## src/rtl/ultrasonic_scheduler_if.sv

```systemverilog
// Register-read bus between the Nios and the ultrasonic scheduler.
// read_data is registered and follows addr by one cycle.
interface ultrasonic_scheduler_if #(
  parameter int ADDR_W = 4
);
  logic [ADDR_W-1:0] addr;
  logic              rd;
  logic [31:0]       read_data;

  modport master (
    output addr,
    output rd,
    input  read_data
  );

  modport slave (
    input  addr,
    input  rd,
    output read_data
  );
endinterface

```

## src/rtl/ultrasonic_scheduler.sv

```systemverilog
// Round-robin trigger/echo timer sharing one engine across N rangers.
// Define ULTRASONIC_IRQ_EN to add an irq output raised on each round wrap.
module ultrasonic_scheduler #(
  parameter int N_SENSORS      = 4,
  parameter int TRIG_CYCLES    = 500,
  parameter int TIMEOUT_CYCLES = 1900000,
  parameter int GUARD_CYCLES   = 50000,
  parameter int ADDR_W         = 4
) (
  input  logic                 i_clk,
  input  logic                 i_reset,
  input  logic                 i_enable,
  input  logic [N_SENSORS-1:0] i_echo,
  output logic [N_SENSORS-1:0] o_pulse,
  ultrasonic_scheduler_if.slave bus
`ifdef ULTRASONIC_IRQ_EN
  ,
  output logic                 o_irq
`endif
);

  typedef enum logic [2:0] {
    S_IDLE,
    S_TRIG,
    S_WAIT,
    S_MEAS,
    S_GUARD
  } state_t;

  localparam logic [30:0] TRIG_LAST  = 31'(TRIG_CYCLES - 1);
  localparam logic [30:0] TO_LIM     = 31'(TIMEOUT_CYCLES);
  localparam logic [30:0] GUARD_LAST = 31'(GUARD_CYCLES - 1);
  localparam logic [2:0]  IDX_LAST   = 3'(N_SENSORS - 1);
  localparam logic [ADDR_W-1:0] STAT_ADDR = ADDR_W'(N_SENSORS);

  state_t r_state;
  state_t w_state_nxt;
  logic [30:0] r_cnt;
  logic [30:0] w_cnt_nxt;
  logic [30:0] w_cnt_inc;
  logic [2:0]  r_idx;
  logic [7:0]  r_round;
  logic [N_SENSORS-1:0] r_valid;
  logic [31:0] r_res [N_SENSORS];
  logic [N_SENSORS-1:0] r_sync1;
  logic [N_SENSORS-1:0] r_sync2;
  logic [31:0] r_read_data;

  logic        w_echo;
  logic        w_store;
  logic [31:0] w_store_val;
  logic        w_adv;
  logic        w_round_inc;
  logic [31:0] w_status;
  logic [31:0] w_rd_val;

  assign w_cnt_inc   = r_cnt + 31'd1;
  assign w_round_inc = w_adv && (r_idx == IDX_LAST);

  always_comb begin
    w_echo  = 1'b0;
    o_pulse = '0;
    for (int i = 0; i < N_SENSORS; i++) begin
      if (r_idx == 3'(i)) begin
        w_echo     = r_sync2[i];
        o_pulse[i] = (r_state == S_TRIG);
      end
    end
  end

  always_ff @(posedge i_clk) begin
    if (i_reset) begin
      r_state <= S_IDLE;
      r_cnt   <= '0;
    end else begin
      r_state <= w_state_nxt;
      r_cnt   <= w_cnt_nxt;
    end
  end

  always_comb begin
    w_state_nxt = r_state;
    w_cnt_nxt   = r_cnt;
    w_store     = 1'b0;
    w_store_val = '0;
    w_adv       = 1'b0;
    unique case (r_state)
      S_IDLE: begin
        if (i_enable) begin
          w_state_nxt = S_TRIG;
          w_cnt_nxt   = '0;
        end
      end
      S_TRIG: begin
        if (r_cnt == TRIG_LAST) begin
          w_state_nxt = S_WAIT;
          w_cnt_nxt   = '0;
        end else begin
          w_cnt_nxt = w_cnt_inc;
        end
      end
      S_WAIT: begin
        if (w_echo) begin
          w_state_nxt = S_MEAS;
          w_cnt_nxt   = 31'd1;
        end else if (w_cnt_inc == TO_LIM) begin
          w_store     = 1'b1;
          w_store_val = {1'b1, 31'd0};
          w_state_nxt = S_GUARD;
          w_cnt_nxt   = '0;
        end else begin
          w_cnt_nxt = w_cnt_inc;
        end
      end
      S_MEAS: begin
        if (!w_echo) begin
          w_store     = 1'b1;
          w_store_val = {1'b0, r_cnt};
          w_state_nxt = S_GUARD;
          w_cnt_nxt   = '0;
        end else if (w_cnt_inc == TO_LIM) begin
          w_store     = 1'b1;
          w_store_val = {1'b1, TO_LIM};
          w_state_nxt = S_GUARD;
          w_cnt_nxt   = '0;
        end else begin
          w_cnt_nxt = w_cnt_inc;
        end
      end
      S_GUARD: begin
        if (r_cnt == GUARD_LAST) begin
          w_adv       = 1'b1;
          w_cnt_nxt   = '0;
          w_state_nxt = i_enable ? S_TRIG : S_IDLE;
        end else begin
          w_cnt_nxt = w_cnt_inc;
        end
      end
      default: w_state_nxt = S_IDLE;
    endcase
  end

  assign w_status = {12'd0, r_idx, (r_state != S_IDLE),
                     r_round, 8'(r_valid)};

  // Result reads are write-first so a same-cycle store is not missed.
  always_comb begin
    w_rd_val = '0;
    for (int i = 0; i < N_SENSORS; i++) begin
      if (bus.addr == ADDR_W'(i)) begin
        if (w_store && (r_idx == 3'(i)))
          w_rd_val = w_store_val;
        else
          w_rd_val = r_res[i];
      end
    end
    if (bus.addr == STAT_ADDR)
      w_rd_val = w_status;
  end

  always_ff @(posedge i_clk) begin
    if (i_reset) begin
      r_sync1     <= '0;
      r_sync2     <= '0;
      r_idx       <= '0;
      r_round     <= '0;
      r_valid     <= '0;
      r_read_data <= '0;
      for (int i = 0; i < N_SENSORS; i++)
        r_res[i] <= '0;
    end else begin
      r_sync1 <= i_echo;
      r_sync2 <= r_sync1;
      if (w_store) begin
        for (int i = 0; i < N_SENSORS; i++) begin
          if (r_idx == 3'(i)) begin
            r_res[i]   <= w_store_val;
            r_valid[i] <= 1'b1;
          end
        end
      end
      if (w_adv)
        r_idx <= (r_idx == IDX_LAST) ? 3'd0 : r_idx + 3'd1;
      if (w_round_inc)
        r_round <= r_round + 8'd1;
      r_read_data <= w_rd_val;
    end
  end

  assign bus.read_data = r_read_data;

`ifdef ULTRASONIC_IRQ_EN
  logic r_irq;

  always_ff @(posedge i_clk) begin
    if (i_reset)
      r_irq <= 1'b0;
    else if (w_round_inc)
      r_irq <= 1'b1;
    else if (bus.rd && (bus.addr == STAT_ADDR))
      r_irq <= 1'b0;
  end

  assign o_irq = r_irq;
`else
  logic w_unused_rd;
  assign w_unused_rd = bus.rd;
`endif

endmodule

```

## src/flat_wrapper.sv

```systemverilog
// flat-port wrapper written by rule: the top's interface ports become plain ports
module ultrasonic_scheduler_flat 
#(
  parameter int N_SENSORS      = 4,
  parameter int TRIG_CYCLES    = 500,
  parameter int TIMEOUT_CYCLES = 1900000,
  parameter int GUARD_CYCLES   = 50000,
  parameter int ADDR_W         = 4
)
  (i_clk, i_reset, i_enable, i_echo, o_pulse, bus_addr, bus_rd, bus_read_data);
  ultrasonic_scheduler_if #(.ADDR_W(ADDR_W)) bus_i ();
  input  logic i_clk;
  input  logic i_reset;
  input  logic i_enable;
  input  logic [N_SENSORS-1:0] i_echo;
  output logic [N_SENSORS-1:0] o_pulse;
  input wire logic [$bits(bus_i.addr)-1:0] bus_addr;
  input wire logic [$bits(bus_i.rd)-1:0] bus_rd;
  output wire logic [$bits(bus_i.read_data)-1:0] bus_read_data;
  assign bus_i.addr = bus_addr;
  assign bus_i.rd = bus_rd;
  assign bus_read_data = bus_i.read_data;
  ultrasonic_scheduler #(.N_SENSORS(N_SENSORS), .TRIG_CYCLES(TRIG_CYCLES), .TIMEOUT_CYCLES(TIMEOUT_CYCLES), .GUARD_CYCLES(GUARD_CYCLES), .ADDR_W(ADDR_W)) u_core (.i_clk(i_clk), .i_reset(i_reset), .i_enable(i_enable), .i_echo(i_echo), .o_pulse(o_pulse), .bus(bus_i));
endmodule
```

## config.mk

```make
export PLATFORM = sky130hd
export DESIGN_NAME = ultrasonic_scheduler_flat
export DESIGN_NICKNAME = d
export VERILOG_FILES = /design/src/rtl/ultrasonic_scheduler_if.sv /design/src/rtl/ultrasonic_scheduler.sv /design/src/flat_wrapper.sv
export SDC_FILE = /design/constraint.sdc
export NUM_CORES = 1
export LEC_CHECK = 0
export ABC_AREA = 0
export CORE_AREA = 8 8 172 142
export DETAILED_ROUTE_END_ITERATION = 8
export DIE_AREA = 0 0 180 150
export PLACE_DENSITY = 0.75
export SYNTH_ARGS = -nofsm -noshare
export SYNTH_HDL_FRONTEND = slang
export SYNTH_SLANG_ARGS = --single-unit
```

## constraint.sdc

```tcl
create_clock -name i_clk -period 4.36 [get_ports i_clk]
set_input_delay 0.654 -clock i_clk [delete_from_list [all_inputs] [get_ports i_clk]]
set_output_delay 0.654 -clock i_clk [all_outputs]
set_load 0.02 [all_outputs]
```

=== Word level (Yosys, flattened, before mapping) ===
Memory sizes are Yosys's and may differ from the RTL's.
Index checks and enable logic that the tools add are counted.

* $add $sub $neg: 3
* Equal/unequal tests: 17
* Mux-type cells: 66
* Bitwise gates (word level): 4
* Reduce and logical (&&, ||, !) cells: 17

{| class="wikitable"
|+ Operator list
! cell !! count
|-
| $mux W32 || 16
|-
| $mux W31 || 6
|-
| $pmux W31 S5 || 1
|-
| $pmux W32 S2 || 1
|-
| $mux W1 || 32
|-
| $add A31 B1 Y31 const B || 1
|-
| $eq A31 B16 Y1 const B || 1
|-
| $eq A31 B21 Y1 const B || 1
|-
| $eq A31 B9 Y1 const B || 1
|-
| $mux W3 || 7
|-
| $mux W20 || 1
|-
| $pmux W3 S5 || 1
|-
| $eq A3 B2 Y1 const B || 4
|-
| $reduce_and A2 Y1 || 5
|-
| $add A8 B1 Y8 const B || 1
|-
| $eq A4 B2 Y1 const B || 2
|-
| $eq A3 B1 Y1 const B || 2
|-
| $logic_not A3 Y1 || 2
|-
| $logic_and A1 B1 Y1 || 5
|-
| $reduce_bool A5 Y1 || 1
|-
| $eq A4 B1 Y1 const B || 1
|-
| $eq A4 B3 Y1 const B || 1
|-
| $logic_not A4 Y1 || 1
|-
| $ne A2 B2 Y1 const B || 2
|-
| other kinds (8) || 11
|}

* Bits in registers: 89
* Memory bits (writable): 128
* Output and inout bits: 36
* Logic and storage cells: 120
* Memories: 1

{| class="wikitable"
|+ Memories
! name !! depth !! bits a word !! rd ports !! clocked after memory_dff !! write ports !! RTL line !! text
|-
| u_core.r_res || 4 || 32 || 4 || 0 || 4 || ultrasonic_scheduler.sv:44 || <nowiki>logic [31:0] r_res [N_SENSORS];</nowiki>
|}

=== Longest topological paths before layout ===
Gate-level depths: netlist of run 1.

* Depth after elaboration: 14
* Mapped depth: 15
* Depth with buffers taken out: 12

=== Worst setup path after synthesis of run 1 ===
Ideal clock, no wire load.

* Path kind: register -> register
* From: reg u_core.r_cnt[1]
* To: mem u_core.r_res[3][0] (enable)
* Data arrival time: 3.961 ns
* Data required time: 3.966 ns
* Slack: 0.005 ns
* Stages on the path, launching flop included: 13
* Buffers on the path: 3
* Period minus slack after synthesis: 4.355 ns
* Cells stage by stage: dfxtp_1 -> ha_1 -> clkbuf_1 -> nand3_1 -> nor4_2 -> nand4_1 -> xnor2_1 -> or4_1 -> buf_2 -> a2111oi_2 -> o21ai_1 -> clkbuf_1 -> nand2b_1

{| class="wikitable"
|+ RTL lines
! item !! RTL line !! text
|-
| start: declaration || ultrasonic_scheduler.sv:38 || <nowiki>logic [30:0] r_cnt;</nowiki>
|-
| start signal: assignment || ultrasonic_scheduler.sv:77 || <nowiki>r_cnt <= w_cnt_nxt;</nowiki>
|-
| end: declaration || ultrasonic_scheduler.sv:44 ||
|}

=== Final worst setup path of run 1 ===
* From: reg u_core.r_cnt[2]
* To: reg u_core.r_read_data[13], in the netlist u_core.bus.read_data[13]

* Longest elaborated chain between the ends: 12
* Elaborated cells on any way between the ends: 22
* Classes of those cells: add/sub (1); eq/ne (1); mux (16); reduce/logical (4)

{| class="wikitable"
|+ RTL lines
! item !! RTL line !! text
|-
| $add A31 B1 Y31 (*) || ultrasonic_scheduler.sv:57 || <nowiki>assign w_cnt_inc = r_cnt + 31'd1;</nowiki>
|-
| $eq A31 B21 Y1 (*) || ultrasonic_scheduler.sv:106, ultrasonic_scheduler.sv:121 ||
|-
| $mux W1 || ultrasonic_scheduler.sv:106, ultrasonic_scheduler.sv:121 ||
|-
| $mux W1 (on tied branches) || ultrasonic_scheduler.sv:116, ultrasonic_scheduler.sv:103 ||
|-
| $pmux W1 S2 || ultrasonic_scheduler.sv:87 || <nowiki>unique case (r_state)</nowiki>
|-
| $logic_and A1 B1 Y1 || ultrasonic_scheduler.sv:151 || <nowiki>if (w_store && (r_idx == 3'(i)))</nowiki>
|-
| $mux W32 || ultrasonic_scheduler.sv:151 ||
|-
| $mux W32 (3 in a row) || ultrasonic_scheduler.sv:150 || <nowiki>if (bus.addr == ADDR_W'(i)) begin</nowiki>
|-
| $mux W32 (*) || ultrasonic_scheduler.sv:150 ||
|-
| $mux W20 (*) || ultrasonic_scheduler.sv:157 || <nowiki>if (bus.addr == STAT_ADDR)</nowiki>
|-
| end signal: assignment || ultrasonic_scheduler.sv:186 || <nowiki>r_read_data <= w_rd_val;</nowiki>
|-
| end: declaration || ultrasonic_scheduler.sv:47 || <nowiki>logic [31:0] r_read_data;</nowiki>
|}

Every way passes the cells marked *; elsewhere a longest branch is shown, timed or not.
A chain may end at the register's enable or synchronous reset.

==> results.txt, run 1 <==
number of filler instances in the final layout -> 1857
total core area -> 21760 µm²
GRT overflow -> 0
clock tree skew after final layout -> 22.80 ps
first-pass GRT wire length -> 56020 µm
number of nets in the layout -> 1345
pre-CTS setup slack -> 308.9 ps
startpoint type of the worst setup path -> flip-flop
routability cong. -> 0.9134
worst slew pin tran -> 1046 ps
ports placed on the boundary -> 48
antenna fix cells -> 0
cell type with the highest occurrence count on the critical path -> or4_1
critical path arrival -> 4630 ps
unrepaired setup endpoints after global routing -> no
syn nets -> 1307
fmax -> 238.2 MHz
latest clock arrival within the worst-skew pair -> 530 ps
routed wire length -> 36320 µm
worst hold slack -> 435.8 ps
Reg-to-Reg End -> u_core.bus.read_data[13]$_SDFF_PP0_
Antenna Nets Post-Route -> 0
WS Path Type -> reg2reg
maximum number of pins on one net before global-route repair -> 52
combinational share of power -> 0.136
depth of the most critical reg-to-reg path -> 11
CTS Buffer Depth -> 3
All-Layer GR Usage -> 0.2599
First DRT Iteration DRCs -> 1386
first-pass detailed-route iteration total -> 5
reg-to-reg setup timing slack -> 160 ps
switching power summed over all nets -> 1.288 mW
final setup vio count -> 0
part of the cycle the worst path needs -> 0.9627
launch instance of the worst register-to-register path -> u_core.r_cnt[2]$_SDFFE_PP0P_
TritonCTS clock tree -> yes
internal power -> 3.552 mW
Total Neg Setup Slack -> 0 ps
buffers and inverters on the worst path -> 1
cell types occupying the most area after synthesis -> edfxtp_1 (33%), dfxtp_1 (15%), nor2_1 (8.3%)
Main synth FF type -> edfxtp_1
signed area change from the synthesized netlist to the final layout -> 15.04%
initial core utilization -> 0.5352
count of clock tree sinks -> 217
number of antenna violations at the first check in global routing -> 0
worst IR drop on VDD -> 0.3082 mV
cell chain of the critical path -> nand2_1, or4_4, a2111o_1, a22o_1, or4_1, or4_1, buf_4, a21oi_1, a22oi_1, and3_1, o22ai_1
Synth warnings -> 0
Sw Share -> 0.2661
Die ar. -> 27000 µm²
sequential share of the synthesized area -> 0.4830
ys async rst share -> 0
number of buffers added on ports -> 46
die height -> 150 µm
Final Max Tran Viols -> 0
clock slew seen by the registers of the worst setup and hold paths -> 70 ps
slowest stage cell, crit path -> or4_1
standard-cell rows -> 49
average detailed-routed wire length per instance -> 22.36 µm
number of flops mapped to enable cells by yosys -> 128
post-layout minimum cycle time -> 4197 ps
area share of the largest cell type after synthesis -> 0.3300
remaining routing DRC violations -> 0
least setup slack across all paths after layout -> 162.7 ps
HPWL reported at the end of detailed placement -> 23600 µm
Resized Gates After CTS -> 0
cell accounting for the most synthesized area -> edfxtp_1
share of power burned in the clock network -> 0.395
final hold violation count -> 0
area taken by flip-flops and latches -> 5625 µm²
post-synthesis average cell area -> 9.036 µm²
CTS H-tree depth -> 1
total of max-cap violations -> 0
number of synthesized register bits -> 217
Core Util, Final -> 0.6156
run status -> finished, final reports clean
vias in the first global route -> 10.05k
Leak Pwr -> 4.456 nW
Min-Delay Startpoint -> u_core.r_sync1[3]$_SDFF_PP0_
combined area of all synthesized cells -> 11650 µm²
number of vias in the routed layout -> 10.68k
clock buffers created by TritonCTS -> 23
hold worst-path end -> u_core.r_sync2[3]$_SDFF_PP0_
power per standard cell area -> 361.2 nW/µm²
Post-Synthesis Cells -> 1289
kind of cell adding the most delay to the critical path -> simple AND/OR/NAND/NOR gates
CP max stage delay -> 630 ps
worst path required time -> 4790 ps
Worst slew margin -> 0.3027
sequential fraction of design power -> 0.469
number of distinct library cell variants in the gate-level netlist after synthesis -> 76
Crit. End Element -> flip-flop
number of hold-repair buffers added at the cts stage -> 0
number of post-CTS setup repair buffers -> 0
ratio of routed vias to standard cells -> 6.577
WHS Path Cells -> 1
class of the worst hold path -> reg2reg
multi-input logic area -> 5497 µm²
peak fanout along the critical path -> 19
Die Wd -> 180 µm
fraction of layout instances using a drive strength above 1 -> 0.1124
CTS root buffer -> clkbuf_16
[worst reg2reg max path, delay by kind of cell (launching register included)]
kind,cells,cell delay (ps)
and+or+nand+nor,5,2160
DFF,1,480
AOI/OAI and AO/OA,5,1190
buffers and inverters,1,280
[per-stage QoR]
stage / instance area (µm²) / std cells / total power, mW
3_3_place_gp: 12670 / 1580 / 2.934
5_1_grt: 13400 / 1624 / 4.983
6_report: 13400 / 1624 / 4.839
3_5_place_dp: 12670 / 1580 / 2.951
4_1_cts: 13380 / 1622 / 4.838
2_1_floorplan: 11650 / 1289 / 2.716
[flip-flops by register name, summed over array words and instances, names as in the netlist]
signal	flops
u_core.bus.read_data	32
u_core.r_cnt	31
u_core.r_idx	3
u_core.r_res	128
u_core.r_round	8
u_core.r_state	3
u_core.r_sync1	4
u_core.r_sync2	4
u_core.r_valid	4
[final cells by class]
class,instances,share of cell area
Sequential cell,217,0.4198
Inverter,12,0.003362
Tap cell,280,0.02615
Timing Repair Buffer,131,0.08722
Multi-Input combinational cell,942,0.4102
Clock inverter,11,0.008031
Clock buffer,31,0.04520
[worst max-delay path by stage]
stage / start / endpoint / slack [ps] / cells after the start
2_1_floorplan: u_core.r_cnt[1]$_SDFFE_PP0P_ / u_core.r_res[3][0]$_SDFFCE_PN0P_ / 5 / 12
3_3_place_gp: u_core.r_cnt[2]$_SDFFE_PP0P_ / u_core.bus.read_data[7]$_SDFF_PP0_ / 340 / 12
3_5_place_dp: u_core.r_cnt[1]$_SDFFE_PP0P_ / u_core.bus.read_data[7]$_SDFF_PP0_ / 310 / 14
4_1_cts: u_core.r_cnt[2]$_SDFFE_PP0P_ / u_core.bus.read_data[13]$_SDFF_PP0_ / 250 / 11
5_1_grt: u_core.r_cnt[2]$_SDFFE_PP0P_ / u_core.bus.read_data[7]$_SDFF_PP0_ / 30 / 12
6_report: u_core.r_cnt[2]$_SDFFE_PP0P_ / u_core.bus.read_data[13]$_SDFF_PP0_ / 160 / 11
[cells in the mapped netlist, drive strengths merged (13+ instances only)]
cell type	n
dfxtp	89
mux2i	23
nand2	90
nor3	26
clkbuf	88
a221oi	18
and2	21
buf	30
a21oi	85
nor4	20
nor2	258
nand3	27
edfxtp	128
nand4	24
o21ai	54
o21a	13
and3	33
o2111ai	16
o22ai	26
[power groups by stage]
stage          registers (mW)  logic (mW)  clock network (mW)
3_5_place_dp             2.31       0.641                   0
4_1_cts                  2.27       0.646                1.93
3_3_place_gp             2.31       0.627                   0
2_1_floorplan            2.31       0.405                   0
6_report                 2.27       0.657                1.91
5_1_grt                  2.27       0.704                2.01
[layer usage]
metal	part of all wire	GRT usage	vias to the layer above
met3	0.11	0.05144	107
met5	0	0	-
met2	0.44	0.4023	726
li1	-	-	4819
met1	0.41	0.3499	5029
met4	0.042	0.1177	0
[cells by family after synthesis]
group,count (synthesis),share of synthesized area
compound gates,319,0.1911
xor+xnor,19,0.01429
fa+ha+maj,6,0.006445
buf+inv,130,0.04673
flops,217,0.4830
mux,23,0.01977
simple gates,575,0.2387
[placed cells by master, fill, tap and decap left out, types with 7 or more instances in the layout]
master             n
a21o_1             8
a21oi_1           85
a221oi_1           7
a221oi_2          11
a22oi_1           11
a31oi_1            9
a32oi_1           12
and2_1            20
and3_1            33
buf_4             79
clkbuf_1           8
clkbuf_16         23
clkdlybuf4s50_1   45
dfxtp_1           89
edfxtp_1         128
inv_1             12
mux2i_1           23
nand2_1           89
nand2b_1          11
nand3_1           26
nand4_1           23
nor2_1           257
nor2b_1           12
nor3_1            26
nor4_1            16
o2111ai_1         16
o21a_1            13
o21ai_0           50
o21bai_1           7
o221ai_1          11
o22ai_1           26
o31a_1             8
or2_2             10
or3_1             12
or4_1              7
xnor2_1           12
xor2_1             7
Note: power is estimated with default switching activity, not from simulation.
==> run 2: changes to the inputs <==
--- a/config.mk
+++ b/config.mk
@@ -13,3 +13,4 @@
 export SYNTH_ARGS = -nofsm -noshare
 export SYNTH_HDL_FRONTEND = slang
 export SYNTH_SLANG_ARGS = --single-unit
+export TNS_END_PERCENT = 50
==> results of run 2 <==
No change in the layout: final DEF, timing and power equal those of run 1.
==> run 3: changes to the inputs <==
--- a/config.mk
+++ b/config.mk
@@ -7,6 +7,7 @@
 export LEC_CHECK = 0
 export ABC_AREA = 0
 export CORE_AREA = 8 8 172 142
+export CTS_BUF_LIST = sky130_fd_sc_hd__clkbuf_2 sky130_fd_sc_hd__clkbuf_4 sky130_fd_sc_hd__clkbuf_8
 export DETAILED_ROUTE_END_ITERATION = 8
 export DIE_AREA = 0 0 180 150
 export PLACE_DENSITY = 0.75
==> results.txt, run 3 (synthesized netlist as in run 1, its figures left out) <==
run status -> finished, final reports clean (unchanged)
Antenna Nets Post-Route -> 0 (unchanged)
Final Total Pwr -> 4.817 mW (was 4.839 mW)
ports placed on the boundary -> 48 (unchanged)
cell chain of the critical path -> nand2_1, or4_4, a2111o_1, a22o_1, or4_1, or4_1, buf_4, a21oi_1, a22oi_1, and3_1, o22ai_1 (unchanged)
average detailed-routed wire length per instance -> 22.00 µm (was 22.36 µm)
WHS Path Cells -> 1 (unchanged)
maximum number of pins on one net before global-route repair -> 52 (unchanged)
part of the cycle the worst path needs -> 0.9621 (was 0.9627)
worst IR drop on VDD -> 0.2974 mV (was 0.3082 mV)
Min-Delay Startpoint -> u_core.r_sync1[3]$_SDFF_PP0_ (unchanged)
first-pass GRT wire length -> 55930 µm (was 56020 µm)
worst path required time -> 4800 ps (was 4790 ps)
number of buffers added on ports -> 46 (unchanged)
power per standard cell area -> 358.7 nW/µm² (was 361.2 nW/µm²)
number of post-CTS setup repair buffers -> 0 (unchanged)
Die Wd -> 180 µm (unchanged)
final instance count without filler cells -> 1645 (was 1624)
vias in the first global route -> 10.09k (was 10.05k)
class of the worst hold path -> reg2reg (unchanged)
remaining routing DRC violations -> 0 (unchanged)
CTS Buffer Depth -> 3 (unchanged)
worst slew pin tran -> 1053 ps (was 1046 ps)
clock tree skew after final layout -> 26.31 ps (was 22.80 ps)
number of hold-repair buffers added at the cts stage -> 0 (unchanged)
unrepaired setup endpoints after global routing -> no (unchanged)
standard-cell rows -> 49 (unchanged)
total core area -> 21760 µm² (unchanged)
Total Neg Setup Slack -> 0 ps (unchanged)
Leak Pwr -> 4.509 nW (was 4.456 nW)
CTS root buffer -> clkbuf_8 (was clkbuf_16)
Reg-to-Reg End -> u_core.bus.read_data[13]$_SDFF_PP0_ (unchanged)
launch instance of the worst register-to-register path -> u_core.r_cnt[2]$_SDFFE_PP0P_ (unchanged)
crit path launch -> u_core.r_cnt[2]$_SDFFE_PP0P_ (unchanged)
number of vias in the routed layout -> 10.65k (was 10.68k)
max FFs per register -> 128 (unchanged)
antenna fix cells -> 0 (unchanged)
Resized Gates After CTS -> 0 (unchanged)
routability cong. -> 0.9134 (unchanged)
WS Path Type -> reg2reg (unchanged)
first-pass detailed-route iteration total -> 6 (was 5)
total of max-cap violations -> 0 (unchanged)
startpoint type of the worst setup path -> flip-flop (unchanged)
reg-to-reg setup timing slack -> 170 ps (was 160 ps)
clock buffers created by TritonCTS -> 36 (was 23)
CP max stage delay -> 630 ps (about the same)
summed area of non-filler cells in the final layout -> 13430 µm² (was 13400 µm²)
count of placed standard cells including taps -> 1580 (unchanged)
number of nets in the layout -> 1356 (was 1345)
slowest stage cell, crit path -> or4_1 (unchanged)
fmax -> 238.4 MHz (was 238.2 MHz)
ratio of routed vias to standard cells -> 6.477 (was 6.577)
initial core utilization -> 0.5352 (unchanged)
clock slew seen by the registers of the worst setup and hold paths -> 60 ps (was 70 ps)
signed area change from the synthesized netlist to the final layout -> 15.30% (was 15.04%)
depth of the most critical reg-to-reg path -> 11 (unchanged)
All-Layer GR Usage -> 0.2604 (was 0.2599)
routed wire length -> 36190 µm (was 36320 µm)
register containing the most flip-flops in the final layout -> u_core.r_res (unchanged)
CTS H-tree depth -> 2 (was 1)
post-layout minimum cycle time -> 4195 ps (was 4197 ps)
HPWL reported at the end of detailed placement -> 23600 µm (unchanged)
die height -> 150 µm (unchanged)
Crit. End Element -> flip-flop (unchanged)
hold worst-path end -> u_core.r_sync2[3]$_SDFF_PP0_ (unchanged)
latest clock arrival within the worst-skew pair -> 550 ps (was 530 ps)
First DRT Iteration DRCs -> 1347 (was 1386)
final setup vio count -> 0 (unchanged)
instance area after placement -> 12670 µm² (unchanged)
final hold violation count -> 0 (unchanged)
most common cell after layout, fill and taps aside -> nor2_1 (unchanged)
fraction of layout instances using a drive strength above 1 -> 0.1341 (was 0.1124)
Worst slew margin -> 0.2979 (was 0.3027)
number of antenna violations at the first check in global routing -> 0 (unchanged)
Final Max Tran Viols -> 0 (unchanged)
cell type with the highest occurrence count on the critical path -> or4_1 (unchanged)
most frequent cells in the layout -> nor2_1 (257), edfxtp_1 (128), nand2_1 (89), dfxtp_1 (89), a21oi_1 (85) (unchanged)
worst hold slack -> 436.0 ps (was 435.8 ps)
critical path arrival -> 4630 ps (about the same)
peak fanout along the critical path -> 19 (unchanged)
count of clock tree sinks -> 217 (unchanged)
TritonCTS clock tree -> yes (unchanged)
Die ar. -> 27000 µm² (unchanged)
GRT overflow -> 0 (unchanged)
-- run 3: area by class of cell --
| class | count | area [µm²] |
|---|---|---|
| repair buffers | 129 | 1154 |
| clock inverters | 7 | 47.55 |
| inverters | 12 | 45.04 |
| clock buffers | 58 | 710.7 |
| fillers | 1857 | 8335 |
| well taps | 280 | 350.3 |
| flip-flops and latches | 217 | 5625 |
| multi-input cells | 942 | 5497 |
-- run 3: how the worst max path moves through the flow --
| stage | end | slack, ps | cells after the start |
|---|---|---|---|
| after global placement | u_core.bus.read_data[7]$_SDFF_PP0_ | 340 | 12 |
| after detailed placement | u_core.bus.read_data[7]$_SDFF_PP0_ | 310 | 14 |
| after global routing | u_core.bus.read_data[7]$_SDFF_PP0_ | 0.3 | 14 |
| after CTS | u_core.bus.read_data[13]$_SDFF_PP0_ | 240 | 11 |
| final | u_core.bus.read_data[13]$_SDFF_PP0_ | 170 | 11 |
| after floorplan | u_core.r_res[3][0]$_SDFFCE_PN0P_ | 5 | 12 |
-- run 3: worst max-delay path, delay by kind of cell (launching register included) --
family | cells | cell delay (ps)
buf+inv | 1 | 280
simple gates | 5 | 2140
flops | 1 | 470
compound gates | 5 | 1180
-- run 3: layer usage --
metal | vias up | part of all wire | GRT usage | wire length (µm)
li1 | 4845 | - | - | -
met1 | 5006 | 0.41 | 0.3454 | 14710
met2 | 693 | 0.43 | 0.3951 | 15730
met3 | 110 | 0.12 | 0.06625 | 4274
met4 | 0 | 0.041 | 0.1240 | 1473
met5 | - | 0 | 0 | 0
-- run 3: stage by stage --
stage / setup WS, ps / util
floorplan: 4.628 / -
global placement: 342.4 / 0.5822
detailed placement: 308.9 / 0.5822
CTS: 236.6 / 0.6170
global route: 0.2753 / 0.6170
finish: 165.3 / 0.6170
-- run 3: report_power, final --
part,leakage [nW],internal [mW],switching [mW]
logic,2.06,0.227,0.429
registers,2.04,2.23,0.0363
clock network,0.407,1.04,0.851
